==> src/rtl/alu_pkg.sv <==
// +--------------------------------------------------------------------+
// | alu_pkg : op codes, FSM states and shift helpers for alu_seq_exec   |
// | Rev 1.0                                                             |
// +--------------------------------------------------------------------+
`default_nettype none

package alu_pkg;

  localparam int SHAMT_W = 5;

  typedef enum logic [3:0] {
    OP_AND = 4'b0000,
    OP_XOR = 4'b0001,
    OP_ADD = 4'b0010,
    OP_OR  = 4'b0011,
    OP_SLL = 4'b0100,
    OP_SRL = 4'b0101,
    OP_SUB = 4'b0110,
    OP_SRA = 4'b0111,
    OP_EQ  = 4'b1000,
    OP_SLT = 4'b1101
  } alu_op_e;

  typedef enum logic [1:0] {
    ST_IDLE  = 2'd0,
    ST_SHIFT = 2'd1,
    ST_DONE  = 2'd2
  } alu_state_e;

  function automatic logic is_shift(input logic [3:0] op);
    return (op == OP_SLL) || (op == OP_SRL) || (op == OP_SRA);
  endfunction

  // One step of the iterative shifter; SRA replicates the sign bit.
  function automatic logic [31:0] shift_one(input logic [31:0] v, input logic [3:0] op);
    case (op)
      OP_SLL:  return {v[30:0], 1'b0};
      OP_SRL:  return {1'b0, v[31:1]};
      OP_SRA:  return {v[31], v[31:1]};
      default: return v;
    endcase
  endfunction

endpackage

`default_nettype wire

==> src/rtl/alu_comb_unit.sv <==
// +--------------------------------------------------------------------+
// | alu_comb_unit : single-cycle ALU result (barrel shift if            |
// | ALU_BARREL_SHIFT_EN, otherwise shifts pass SrcA for shamt==0)       |
// | Rev 1.0                                                             |
// +--------------------------------------------------------------------+
`default_nettype none

module alu_comb_unit
  import alu_pkg::*;
#(
  parameter int DATA_W = 32
) (
  input  logic [3:0]        op_i,
  input  logic [DATA_W-1:0] a_i,
  input  logic [DATA_W-1:0] b_i,
  output logic [DATA_W-1:0] result_o
);

`ifdef ALU_BARREL_SHIFT_EN
  logic [SHAMT_W-1:0] shamt;
  assign shamt = b_i[SHAMT_W-1:0];
`endif

  always_comb begin
    result_o = '0;
    case (op_i)
      OP_AND: result_o = a_i & b_i;
      OP_XOR: result_o = a_i ^ b_i;
      OP_ADD: result_o = a_i + b_i;
      OP_OR:  result_o = a_i | b_i;
      OP_SUB: result_o = a_i - b_i;
      OP_EQ:  result_o = {{(DATA_W-1){1'b0}}, (a_i == b_i)};
      OP_SLT: result_o = {{(DATA_W-1){1'b0}}, ($signed(a_i) < $signed(b_i))};
`ifdef ALU_BARREL_SHIFT_EN
      OP_SLL: result_o = a_i << shamt;
      OP_SRL: result_o = a_i >> shamt;
      OP_SRA: result_o = $signed(a_i) >>> shamt;
`else
      // Only reached with shamt==0; non-zero amounts go through the shift loop.
      OP_SLL, OP_SRL, OP_SRA: result_o = a_i;
`endif
      default: result_o = '0;
    endcase
  end

endmodule

`default_nettype wire

==> src/rtl/alu_seq_exec.sv <==
// +--------------------------------------------------------------------+
// | alu_seq_exec : execute-stage ALU with valid/ready handshake;        |
// | ALU_BARREL_SHIFT_EN selects 1-cycle barrel shifts. Rev 1.0          |
// +--------------------------------------------------------------------+
`default_nettype none

module alu_seq_exec
  import alu_pkg::*;
#(
  parameter int DATA_W = 32
) (
  input  logic              clk,
  input  logic              rst,
  input  logic              in_valid,
  output logic              in_ready,
  input  logic [3:0]        Operation,
  input  logic [DATA_W-1:0] SrcA,
  input  logic [DATA_W-1:0] SrcB,
  output logic              out_valid,
  input  logic              out_ready,
  output logic [DATA_W-1:0] ALUResult,
  output logic              Zero
);

  alu_state_e        state_q, state_d;
  logic [DATA_W-1:0] result_q, result_d;
  logic              zero_q, zero_d;
  logic [DATA_W-1:0] comb_result;

  alu_comb_unit #(.DATA_W(DATA_W)) u_comb (
    .op_i     (Operation),
    .a_i      (SrcA),
    .b_i      (SrcB),
    .result_o (comb_result)
  );

`ifndef ALU_BARREL_SHIFT_EN
  logic [DATA_W-1:0]  acc_q, acc_d, acc_shifted;
  logic [3:0]         op_q, op_d;
  logic [SHAMT_W-1:0] cnt_q, cnt_d;
  logic [SHAMT_W-1:0] shamt;

  assign shamt       = SrcB[SHAMT_W-1:0];
  assign acc_shifted = shift_one(acc_q, op_q);
`endif

  always_ff @(posedge clk) begin
    if (rst) begin
      state_q  <= ST_IDLE;
      result_q <= '0;
      zero_q   <= 1'b1;
`ifndef ALU_BARREL_SHIFT_EN
      acc_q    <= '0;
      op_q     <= '0;
      cnt_q    <= '0;
`endif
    end else begin
      state_q  <= state_d;
      result_q <= result_d;
      zero_q   <= zero_d;
`ifndef ALU_BARREL_SHIFT_EN
      acc_q    <= acc_d;
      op_q     <= op_d;
      cnt_q    <= cnt_d;
`endif
    end
  end

  always_comb begin
    state_d  = state_q;
    result_d = result_q;
    zero_d   = zero_q;
`ifndef ALU_BARREL_SHIFT_EN
    acc_d    = acc_q;
    op_d     = op_q;
    cnt_d    = cnt_q;
`endif
    case (state_q)
      ST_IDLE: begin
        if (in_valid) begin
`ifndef ALU_BARREL_SHIFT_EN
          if (is_shift(Operation) && (shamt != '0)) begin
            acc_d   = SrcA;
            op_d    = Operation;
            cnt_d   = shamt;
            state_d = ST_SHIFT;
          end else
`endif
          begin
            result_d = comb_result;
            zero_d   = (comb_result == '0);
            state_d  = ST_DONE;
          end
        end
      end
`ifndef ALU_BARREL_SHIFT_EN
      ST_SHIFT: begin
        acc_d = acc_shifted;
        cnt_d = cnt_q - 1'b1;
        if (cnt_q == SHAMT_W'(1)) begin
          result_d = acc_shifted;
          zero_d   = (acc_shifted == '0);
          state_d  = ST_DONE;
        end
      end
`endif
      ST_DONE: begin
        if (out_ready) state_d = ST_IDLE;
      end
      default: state_d = ST_IDLE;
    endcase
  end

  assign in_ready  = (state_q == ST_IDLE);
  assign out_valid = (state_q == ST_DONE);
  assign ALUResult = result_q;
  assign Zero      = zero_q;

endmodule

`default_nettype wire

==> config.mk <==
export PLATFORM = sky130hd
export DESIGN_NAME = alu_seq_exec
export DESIGN_NICKNAME = d
export VERILOG_FILES = /design/src/rtl/alu_pkg.sv /design/src/rtl/alu_comb_unit.sv /design/src/rtl/alu_seq_exec.sv
export SDC_FILE = /design/constraint.sdc
export NUM_CORES = 1
export LEC_CHECK = 0
export BUFFER_PORTS_ARGS = -buffer_cell sky130_fd_sc_hd__buf_2
export CAP_MARGIN = 20
export CORE_MARGIN = 4
export CORE_UTILIZATION = 30
export DETAILED_ROUTE_END_ITERATION = 8
export SLEW_MARGIN = 10
export SYNTH_ARGS = -nofsm -noshare
export SYNTH_HDL_FRONTEND = slang
export SYNTH_HIERARCHICAL = 1
export SYNTH_SLANG_ARGS = --single-unit
==> constraint.sdc <==
create_clock -name clk -period 9.1 [get_ports clk]
set_input_delay 0.455 -clock clk [delete_from_list [all_inputs] [get_ports clk]]
set_output_delay 0.455 -clock clk [all_outputs]
set_load 0.02 [all_outputs]
After elaboration in Yosys (flattened, before gate mapping)
Index checks and enable logic that the tools add are counted.

storage, ports and cells
  bits in registers = 76
  input bits = 72
  output and inout port bits = 35
  word-level logic and storage cells = 69

operators by class
  $add $sub $neg = 3
  order comparisons = 1
  equality and inequality tests = 21
  muxes and demuxes = 21
  bitwise operators = 3
  reductions and logical operators = 14

operator list
  operator               number
  $pmux W32 S8           1
  $mux W32               5
  $pmux W32 S2           2
  $pmux W32 S3           1
  $logic_not A32 Y1      2
  $add A32 B32 Y32       1
  $and A32 B32 Y32       1
  $eq A32 B32 Y1         1
  $lt A32 B32 Y1         1
  $or A32 B32 Y32        1
  $sub A32 B32 Y32       1
  $xor A32 B32 Y32       1
  $eq A4 B3 Y1 const B   7
  $mux W5                2
  $pmux W5 S2            1
  $reduce_and A3 Y1      3
  $eq A4 B2 Y1 const B   2
  $eq A4 B4 Y1 const B   2
  $mux W2                4
  $ne A2 B2 Y1 const B   3
  $pmux W2 S3            1
  $eq A5 B1 Y1 const B   1
  $reduce_bool A5 Y1     1
  $sub A5 B1 Y5 const B  1
  13 further kinds       17

Depth between registers and ports, before layout
  depth in word-level cells = 7
  mapped depth = 17
  depth with buffers taken out = 17

By module
The synthesis kept the hierarchy.

modules (own cells, without submodules)
  module         instances  cells each  area each (um^2)  seq. area each (um^2)
  alu_comb_unit  1          785         5211.2            0.0
  alu_seq_exec   1          525         4075.2            1521.5

Worst setup path after synthesis
Ideal clock, no wire load.

  path kind = input-to-reg
  start point = input SrcA[0]
  end point = register zero_q (netlist: Zero)
  setup time = 84 ps
  arrival time = 3569 ps
  data required time = 9016 ps
  setup slack = 5447 ps
  stages on the path = 17
  path buffers = 0
  cells stage by stage = inv_1 -> ha_1 -> fa_1 -> o21bai_1 -> a2111oi_0 -> nor4b_2 -> o21ai_1 -> o211ai_1 -> a311oi_1 -> o22ai_1 -> xor2_1 -> o221ai_1 -> nor4_1 -> nand4_1 -> nor4_1 -> a211oi_1 -> o31ai_2

on the way
  cells in the longest elaborated chain, start to end = 6
  elaborated cells between the ends (all ways) = 12
  classes of those cells = add/sub (2); order compare (1); eq/ne (1); mux (4); bitwise (3); reduce/logical (1)

RTL lines
  element                                               line                                      text
  from (decl)                                           alu_seq_exec.sv:17                        input logic [DATA_W-1:0] SrcA,
  $sub A32 B32 Y32 or $add A32 B32 Y32 (tied branches)  alu_comb_unit.sv:31, alu_comb_unit.sv:29
  $pmux W32 S8 (*)                                      alu_comb_unit.sv:26                       case (op_i)
  net comb_result[30]                                   alu_seq_exec.sv:28                        logic [DATA_W-1:0] comb_result;
  $logic_not A32 Y1 (*)                                 alu_seq_exec.sv:91                        zero_d = (comb_result == '0);
  $mux W1 (*)                                           alu_seq_exec.sv:82                        if (is_shift(Operation) && (shamt != '0)) begin
  $mux W1 (*)                                           alu_seq_exec.sv:80                        if (in_valid) begin
  $pmux W1 S2 (*)                                       alu_seq_exec.sv:78                        case (state_q)
  to (signal assigned)                                  alu_seq_exec.sv:60                        zero_q <= zero_d;
  to (decl)                                             alu_seq_exec.sv:27                        logic zero_q, zero_d;

Mark *: on every way through the listed nets, which the timed path passes. The rest lies on a longest branch. The select of a mux whose other input is x is not followed.
A chain may end at the register's enable or synchronous reset.

Worst setup path in the final report
  start point = input SrcA[19]
  end point = register zero_q (netlist: Zero)

The elaborated chain is that of the path after synthesis.

==> flow_summary.json <==
{
  "cts_setup_buffers": 0,
  "cts_made_buffers": 9,
  "postCtsResizedCells": 0,
  "drv_slew": 0,
  "cts_buffer_depth": 2,
  "wl_per_cell_um": 21.63,
  "cts.sinks": 76,
  "hp-class": "primary input to flip-flop",
  "grt_pass1_wl_um": 57950,
  "path_clk_slew_ps": 60,
  "setup_tns_ps": 0,
  "worstPathRequired_ps": 9370,
  "p_leak_nw": 4.177,
  "skew_ps": 6.832,
  "grt_start_max_net_pins": 78,
  "yosysWarnings": 6,
  "insertion_delay_ps": 350,
  "grt-ovfl-total": 0,
  "synth_flop_cell": "dfxtp_1",
  "area_growth_pct": 10.60,
  "fp.dieW_um": 183.9,
  "min_to": "state_q[1]$_SDFFE_PP0P_",
  "final_common_cell": "nand2_1",
  "cp_max_fo": 12,
  "r2r-end": "Zero$_SDFFE_PP1P_",
  "powerDensity_nw_per_um2": 124.6,
  "r2r_slack_ps": 6730,
  "io_pins": 107,
  "timing.fmax_ghz": 0.2119,
  "grt_pass1_vias": 9712,
  "nFillCells": 3343,
  "fin_crit_sh_pct": 51.86,
  "synth_area_leaders": "dfxtp_1 (16%), ha_1 (14%), a21oi_1 (7.7%), nand2_1 (6.7%), o211ai_1 (6.3%)",
  "antenna_cells": 0,
  "drc": 0,
  "yosysTopAreaCell": "dfxtp_1",
  "min_path_cells": 3,
  "die_y_um": 183.9,
  "synth_seq_cells": 76,
  "route.final.wire_length_um": 37850,
  "status": "completed",
  "dpl_cell_area_sq_um": 9946,
  "final_cell_mix": "nand2_1 (166), a21oi_1 (143), buf_2 (106)",
  "start_util_pct": 30.36,
  "ir_drop_uv": 94.75,
  "cap_violations": 0,
  "die-area_sq_um": 33830,
  "reg2reg_depth": 6,
  "yosysTopAreaCellShare_pct": 16.38,
  "antenna_left": 0,
  "ctsRootBufferMaster": "clkbuf_16",
  "critPathKind": "primary input to flip-flop",
  "routabilityCongestion": 1.011,
  "timing.rr.start": "state_q[1]$_SDFFE_PP0P_",
  "synth-async-reset-ratio_pct": 0,
  "firstDrtPassIters": 6,
  "start_kind": "primary input",
  "num_vias": 10560,
  "final_cell_area_sq_um": 10270,
  "cts_max_level": 3,
  "netlist_instances": 1310,
  "crit_path_end_kind": "flip-flop",
  "finalHoldViolations": 0,
  "ys_types": 90,
  "worst_slew_pin_slew_ps": 1007,
  "nets": 1525,
  "rows": 64,
  "synth.avg_cell_area_sq_um": 7.089,
  "synth_fp_nets": 1485,
  "cts_tree": "done",
  "setup_viol": 0,
  "viasPerCell": 6.034,
  "synth_edf_count": 0,
  "final_layout_size_suffix_gt1_share_pct": 12.63,
  "period_needed_ps": 4719,
  "slew_headroom_pct": 31.15,
  "grt_antenna_before_repair": 3,
  "crit_arrival_ps": 4990,
  "hpwl_um": 28480,
  "netlist_area_sq_um": 9286,
  "rsz0062_at_grt": "false",
  "ys_seq_area_share_pct": 16.38,
  "port_buffers": 106,
  "hold_buffers": 0,
  "hp-start": "out_ready",
  "grt_use_total_pct": 21.40,
  "core_area_sq_um": 30590,
  "drt_iter0_drc": 1123
}
==> worst max-delay path by stage <==
stage,startpoint,to,cells past startpoint
6_report,SrcA[19],Zero$_SDFFE_PP1P_,17
3_3_place_gp,SrcA[19],Zero$_SDFFE_PP1P_,17
4_1_cts,SrcA[19],Zero$_SDFFE_PP1P_,17
5_1_grt,SrcA[0],Zero$_SDFFE_PP1P_,18
3_5_place_dp,SrcA[19],Zero$_SDFFE_PP1P_,17
2_1_floorplan,SrcA[0],Zero$_SDFFE_PP1P_,17
==> Yosys cell counts (all sizes together) (18+ instances only) <==
cell,count
nor3,31
nand2,166
clkbuf,64
a22oi,27
nor2b,18
dfxtp,76
nand3,21
a21oi,144
nor4,22
nor2,92
o21ai,83
a221oi,36
ha,101
o211ai,79
inv,100
buf,28
==> registers in the layout, indices dropped and copies added, names as in the netlist <==
register   flops
op_q           4
Zero           1
state_q        2
ALUResult     32
cnt_q          5
acc_q         32
==> where the power goes <==
part           leakage [nW]  internal (mW)  switching (mW)
clock                 0.158          0.253           0.153
combinational          3.40          0.169           0.328
sequential            0.618          0.353          0.0232
total                  4.18          0.775           0.504
==> metrics by stage <==
step / utilization [%] / total power, mW / hold slack, ps / setup WS (ps) / cells
floorplan: - / 0.7144 / 441.0 / 5447 / 1310
global placement: 32.51 / 0.8639 / 438.2 / 4200 / 1735
detailed placement: 32.51 / 0.8663 / 440.7 / 4174 / 1735
CTS: 33.58 / 1.274 / 374.2 / 4502 / 1750
global route: 33.58 / 1.345 / 418.6 / 4165 / 1750
finish: 33.58 / 1.279 / 383.7 / 4381 / 1750
==> worst max-delay path: stages <==
cell      delay, ps
buf_2           170
inv_1            60
ha_1            550
inv_1           220
nor4_1          580
o211ai_1        400
a31oi_1         320
o21ai_0         200
a211oi_1        340
o22a_1          240
mux2i_1          90
or2_2           310
nor4_1          360
nand4_1         180
nor4_1          290
a211oi_1        100
o31ai_2         100
==> layer usage <==
metal / up-vias / share of wire (%) / GRT usage, %
met5: - / 0.058 / 0
met1: 4998 / 43 / 29.55
met4: 6 / 2.8 / 5.797
li1: 4908 / - / -
met3: 88 / 9.3 / 3.918
met2: 560 / 45 / 34.32
==> kinds of logic after synthesis <==
family	after synthesis	synth area share, %
buffers and inverters	194	9.741
adder cells (fa/ha/maj)	103	14.04
AO/OA/AOI/OAI	505	36.90
flip-flops	76	16.38
AND/OR/NAND/NOR	414	21.10
XOR/XNOR	9	0.8489
multiplexers	9	0.9836
==> area by class of cell <==
type / count / area, sq um / share of cell area (%)
clock buffer: 11 / 252.7 / 2.461
clock inverter: 4 / 72.57 / 0.7065
inverter: 101 / 379.1 / 3.691
multi-input combinational: 1040 / 6899 / 67.17
sequential: 76 / 1521 / 14.81
tap: 396 / 495.5 / 4.824
timing repair buffer: 122 / 650.6 / 6.335
Note: power is estimated with default switching activity, not from simulation.
